**src/rtl/jtag_param_dr.sv**
```systemverilog
// Parameterised JTAG test data register: capture, LSB-first shift, optional shadow update.
// The shadow register loads only when exactly WIDTH bits were shifted since the last capture.
module jtag_param_dr #(
   parameter int unsigned      WIDTH         = 32,
   parameter bit               CAPTURE_MODE  = 1'b0,
   parameter logic [WIDTH-1:0] CAPTURE_CONST = WIDTH'(32'h1000_1003),
   parameter bit               UPDATE_EN     = 1'b1,
   parameter logic [WIDTH-1:0] UPDATE_RST    = '0
) (
   input  logic             TCK,
   input  logic             TRST,
   input  logic             select,
   input  logic             capture_dr,
   input  logic             shift_dr,
   input  logic             update_dr,
   input  logic             tdi,
   input  logic [WIDTH-1:0] par_in,
   output logic             tdo,
   output logic [WIDTH-1:0] par_out,
   output logic             len_err
);

   localparam int unsigned CW       = $clog2(WIDTH + 2);
   localparam logic [CW-1:0] CNT_FULL = CW'(WIDTH);
   localparam logic [CW-1:0] CNT_SAT  = CW'(WIDTH + 1);

   logic [WIDTH-1:0] shreg_q,   shreg_d;
   logic [CW-1:0]    cnt_q,     cnt_d;
   logic [WIDTH-1:0] par_out_q, par_out_d;
   logic             len_err_q, len_err_d;

   // Next-state: capture beats shift beats update; nothing moves unless selected.
   always_comb begin
      shreg_d   = shreg_q;
      cnt_d     = cnt_q;
      par_out_d = par_out_q;
      len_err_d = len_err_q;
      if (select) begin
         if (capture_dr) begin
            shreg_d = CAPTURE_MODE ? par_in : CAPTURE_CONST;
            cnt_d   = {CW{1'b0}};
         end else if (shift_dr) begin
            shreg_d = {tdi, shreg_q[WIDTH-1:1]};
            // Saturating so an over-shift can never wrap back to a "valid" length.
            cnt_d   = (cnt_q == CNT_SAT) ? cnt_q : cnt_q + CW'(1);
         end else if (update_dr) begin
            if (UPDATE_EN) begin
               if (cnt_q == CNT_FULL) begin
                  par_out_d = shreg_q;
                  len_err_d = 1'b0;
               end else begin
                  len_err_d = 1'b1;
               end
            end else begin
               par_out_d = par_out_q;
            end
         end else begin
            shreg_d = shreg_q;
         end
      end else begin
         shreg_d = shreg_q;
      end
   end

   // State registers, cleared asynchronously by TRST.
   always_ff @(posedge TCK or negedge TRST) begin
      if (!TRST) begin
         shreg_q   <= {WIDTH{1'b0}};
         cnt_q     <= {CW{1'b0}};
         par_out_q <= UPDATE_RST;
         len_err_q <= 1'b0;
      end else begin
         shreg_q   <= shreg_d;
         cnt_q     <= cnt_d;
         par_out_q <= par_out_d;
         len_err_q <= len_err_d;
      end
   end

   assign tdo     = shreg_q[0];
   assign par_out = par_out_q;
   assign len_err = len_err_q;

endmodule
```
**config.mk**
```make
export PLATFORM = sky130hd
export DESIGN_NAME = jtag_param_dr
export DESIGN_NICKNAME = d
export VERILOG_FILES = /design/src/rtl/jtag_param_dr.sv
export SDC_FILE = /design/constraint.sdc
export NUM_CORES = 1
export LEC_CHECK = 0
export CORE_UTILIZATION = 53
export CTS_CLUSTER_DIAMETER = 150
export CTS_CLUSTER_SIZE = 24
export DETAILED_ROUTE_END_ITERATION = 7
export PLACE_DENSITY = 0.92
export REMOVE_ABC_BUFFERS = 1
export SLEW_MARGIN = 20
export SYNTH_ARGS = -nofsm -noshare
export SYNTH_HDL_FRONTEND = slang
export SYNTH_SLANG_ARGS = --single-unit
```
**constraint.sdc**
```tcl
create_clock -name TCK -period 3.4 [get_ports TCK]
set_input_delay 0.34 -clock TCK [delete_from_list [all_inputs] [get_ports TCK]]
set_output_delay 0.34 -clock TCK [all_outputs]
set_load 0.02 [all_outputs]
```
======== Word-level counts from Yosys, hierarchy flattened ========
Index checks and enable logic that the tools add are counted.
word-level totals
  register bits after elaboration ......... 71
  bits of input ports ..................... 39
  output and inout bits ................... 34
  logic and storage cells ................. 21
cells by class
  $add $sub $neg .......................... 1
  equality and inequality tests ........... 3
  mux-type cells .......................... 6
  bitwise logic cells ..................... 2
  reduce and logical (&&, ||, !) cells .... 5
operators with widths
  operator                                      number
  2-to-1 mux 32 bit                             2
  2-to-1 mux 6 bit                              3
  == test 6 bit (second input constant)         2
  adder 6 x 1 -> 6 bit (second input constant)  1
  AND reduction 5 bit                           1
  AND reduction 4 bit                           1
  AND reduction 3 bit                           1
  != test 2 bit (second input constant)         1
  inverter 1 bit                                2
  AND reduction 2 bit                           1
  nonzero test 2 bit                            1
  2-to-1 mux 1 bit                              1

======== Longest topological paths before layout ========
  word-level depth ........................ 4
  depth in mapped cells ................... 6
  gate-level depth less buffers ........... 4

======== Worst setup path before layout ========
Ideal clock, no wire load.
  kind .................................... reg2reg
  from .................................... register cnt_q[3]
  to ...................................... register par_out_q[10] (netlist: par_out[10])
  setup time .............................. 0.125 ns
  arrival time ............................ 1.420 ns
  required time ........................... 3.275 ns
  path slack .............................. 1.855 ns
  cell stages (with the launch flop) ...... 5
  path buffers ............................ 1
  clock period less this slack ............ 1.545 ns
  path through ............................ dfrtp_1 nor4b_4 nand3_4 buf_6 mux2_4
between the ends
  longest elaborated chain between the ends .. 2
RTL lines
  what                                  line  text
  start: declaration                    28    logic [CW-1:0] cnt_q, cnt_d;
  start signal: assignment              69    cnt_q <= {CW{1'b0}};
  start signal: assignment              74    cnt_q <= cnt_d;
  == test 6 bit                         48    if (cnt_q == CNT_FULL) begin
  AND reduction 5 bit (no source line)  --
  end signal: assignment                75    par_out_q <= par_out_d;
  end: declaration                      29    logic [WIDTH-1:0] par_out_q, par_out_d;
No other way between the ends.
A chain may end at the register's enable or synchronous reset.

======== Final worst setup path ========
  from .................................... input capture_dr
  to ...................................... register par_out_q[10] (netlist: par_out[10])
between the ends
  longest elaborated chain between the ends .. 2
RTL lines
  what                                  line  text
  start: declaration                    13    input logic capture_dr,
  inverter 1 bit (no source line)       --
  AND reduction 5 bit (no source line)  --
No other way between the ends.

==> results.toml <==
[setup_path]
cp-start-kind = "primary input"
worst-endpoint-arrival_ns = 2.42
reg2reg_to = "par_out[10]"
worst-setup-path-type = "in2reg"
critical_path.max_fanout = 33
critical_path.endpoint_type = "flop"
ff2ff_path_depth = 3
r2r-start = "cnt_q[3]"
cp.required_ns = 3.61
ff2ff_setup_slack_ns = 1.30

[logic_synthesis]
syn_area_sq_um = 3093
ys.warnings.count = 0
postSynth.topFlopCell = "sky130_fd_sc_hd__dfrtp_1"
ys_top_cells_by_count = "sky130_fd_sc_hd__dfrtp_1 (71), sky130_fd_sc_hd__o21ai_0 (35), sky130_fd_sc_hd__nand2_1 (34), sky130_fd_sc_hd__mux2_4 (29), sky130_fd_sc_hd__nand2b_1 (29)"
netlist_cell_types = 31
synthesis.area_per_instance_sq_um = 12.27
cell_with_the_most_instances_after_synthesis = "sky130_fd_sc_hd__dfrtp_1"
ys_seq_area_frac = 0.5744
synth.largest_area_cell = "sky130_fd_sc_hd__dfrtp_1"
synthArstFlopShare = 1.000
post-synth-top-area-fraction = 0.5744
synth_enable_flop_cells = 0
synth_area_leaders = "sky130_fd_sc_hd__dfrtp_1 (57%), sky130_fd_sc_hd__mux2_4 (14%), sky130_fd_sc_hd__nand2b_1 (5.9%)"
synth_seq_cells = 71
postSynthCellCount = 252

[routing]
wl_met2_microns = 2470
post-route-drc-count = 0
met3_length_microns = 180
totalWireLength_microns = 5187
via_per_inst = 5.302
detail_route.wl_per_cell_microns = 14.10
detail-route-antenna-nets = 0
detailed_route_iter0_violations = 151
wl_met1_microns = 2463
highest-signal-layer = "met4"
via_count = 1951
detail_route.first_pass.iterations = 4

[clock_network]
postCtsHoldBufs = 0
tritoncts_clock_tree = "yes"
cts_setup_buffers = 0
clkSinkCount = 71
cts-root-to-sink-buffers = 2
postCtsResizedCells = 0
cts.htree.levels = 3
clock_transition_at_path_regs_ns = 0.08
ctsRootBufferMaster = "sky130_fd_sc_hd__clkbuf_8"
clk-insertion-delay-late_ns = 0.34
tritoncts.num_buffers = 9

[power]
comb_power_share = 0.146
power.share.sequential = 0.525
power_density_nw_per_um2 = 495.6
int_power_mw = 1.344
swShare = 0.2699
worst_ir_drop_vdd_mv = 0.2858
fin_total_pwr_mw = 1.840
p_leak_nw = 1.707
power.clock.fraction = 0.329
power.net_switching_uw = 496.8

[timing]
fmaxAchievable_ghz = 0.4526
period_minus_slack_ns = 2.210
timing.final.setup_violations = 0
fin_skew_ns = 0.009342
slew-limit-headroom = 0.4315
tightestPinTransition_ns = 0.8528
finalSetupTns_ns = 0
slew_viol_final = 0
rsz0062_at_grt = "false"
final_hold_viol_count = 0
fin_crit_sh = 0.6499

[global_routing]
globalRoute.totalOverflow = 0
number_of_antenna_violations_at_the_first_check_in_global_routing = 0
number_of_global_route_vias_before_repair = 1885
pin_count_of_the_biggest_net_entering_global_routing = 41
grt_first_pass_wirelength_microns = 9066
grt_use_total = 0.1946

[hold_path]
worstHoldPathType = "in2async"

[final_layout]
instances_no_fill = 368
layout-drive-gt1-share = 0.1959
area_delta_synth_final_pct = 20.06
fin_nets = 333
n_antenna_cell = 0
filler_cell_count = 404
final_core_util = 0.6662

[place]
routabilityCongestion = 0.7599
buffer_ports.inserted = 40
post-dp-hpwl_microns = 3277
placed_cells_incl_taps = 352

[floorplanning]
num_io_pins = 73
die-height_microns = 78.39
design.core.area_sq_um = 5574
floorplan.initialDensity = 0.5549
core.rowCount = 27
die_area_sq_um = 6145
die_x_microns = 78.39

[run]
drv_cap = 0

[outcome]
outcome = "completed"
==> state kept, by name, summed over array words and instances (netlist names) <==
| signal | cells |
|---|---|
| par_out | 32 |
| shreg_q | 32 |
| cnt_q | 6 |
| len_err | 1 |
==> through the flow <==
step / hold slack, ns / cell area (sq um) / setup WS [ns]
6_report: 0.1041 / 3714 / 1.190
2_1_floorplan: 0.04441 / 3007 / 1.153
5_1_grt: 0.1742 / 3714 / 1.056
3_5_place_dp: 0.4830 / 3530 / 0.8014
4_1_cts: 0.1218 / 3714 / 1.171
3_3_place_gp: 0.4874 / 3530 / 0.8412
==> how the worst max path moves through the flow <==
stage | endpoint | from
2_1_floorplan | cnt_q[0] | capture_dr
4_1_cts | par_out[18] | capture_dr
6_report | par_out[10] | capture_dr
3_3_place_gp | par_out[27] | capture_dr
5_1_grt | par_out[19] | capture_dr
3_5_place_dp | par_out[18] | capture_dr
==> power by group through the flow <==
stage / registers [mW] / clock network (mW) / logic (mW)
global placement: 0.977 / 0 / 0.263
detailed placement: 0.982 / 0 / 0.271
floorplan: 1.00 / 0 / 0.125
global route: 0.979 / 0.663 / 0.294
finish: 0.967 / 0.605 / 0.268
CTS: 0.967 / 0.626 / 0.273
==> critical path, cell delays in order <==
cell                              delay, ns
sky130_fd_sc_hd__clkdlybuf4s50_1       0.62
sky130_fd_sc_hd__and4bb_2              0.44
sky130_fd_sc_hd__nand3_4               0.51
sky130_fd_sc_hd__mux2_4                0.50
==> metal layers <==
layer,GRT usage,vias to the layer above
met5,0,-
met4,0.09444,0
met3,0.05930,8
met2,0.3009,39
met1,0.2496,967
li1,-,937
==> cell usage in the layout, fill, tap and decap left out, drive strengths merged <==
cell type / n
a22oi: 2
buf: 5
inv: 3
nor2: 6
nand3: 3
clkinvlp: 3
a2111oi: 1
nand4b: 1
a221o: 1
mux2: 32
nand2: 34
nor2b: 3
o21a: 1
clkbuf: 11
or3: 1
ha: 3
o21ai: 36
or4b: 1
clkdlybuf4s50: 39
nand4: 1
and4bb: 1
nor4b: 1
nand2b: 29
o311ai: 2
o41ai: 2
dfrtp: 71
clkinv: 2
and2: 1
==> cell type report <==
cell class | instances | area, sq um | area share
Clock inverter | 5 | 32.53 | 0.008760
Timing Repair Buffer | 44 | 425.4 | 0.1146
Tap cell | 72 | 90.09 | 0.02426
Multi-Input combinational cell | 162 | 1226 | 0.3302
Clock buffer | 11 | 151.4 | 0.04077
Inverter | 3 | 11.26 | 0.003032
Sequential cell | 71 | 1777 | 0.4784
==> cells by family after synthesis <==
kind of cell	after synthesis	synth area share
flip-flops	71	0.5744
buffers and inverters	19	0.03155
AND/OR/NAND/NOR	82	0.1460
AO/OA/AOI/OAI	45	0.08415
multiplexers	32	0.1517
adder cells (fa/ha/maj)	3	0.01214
Power figures use the tool's default switching activity.
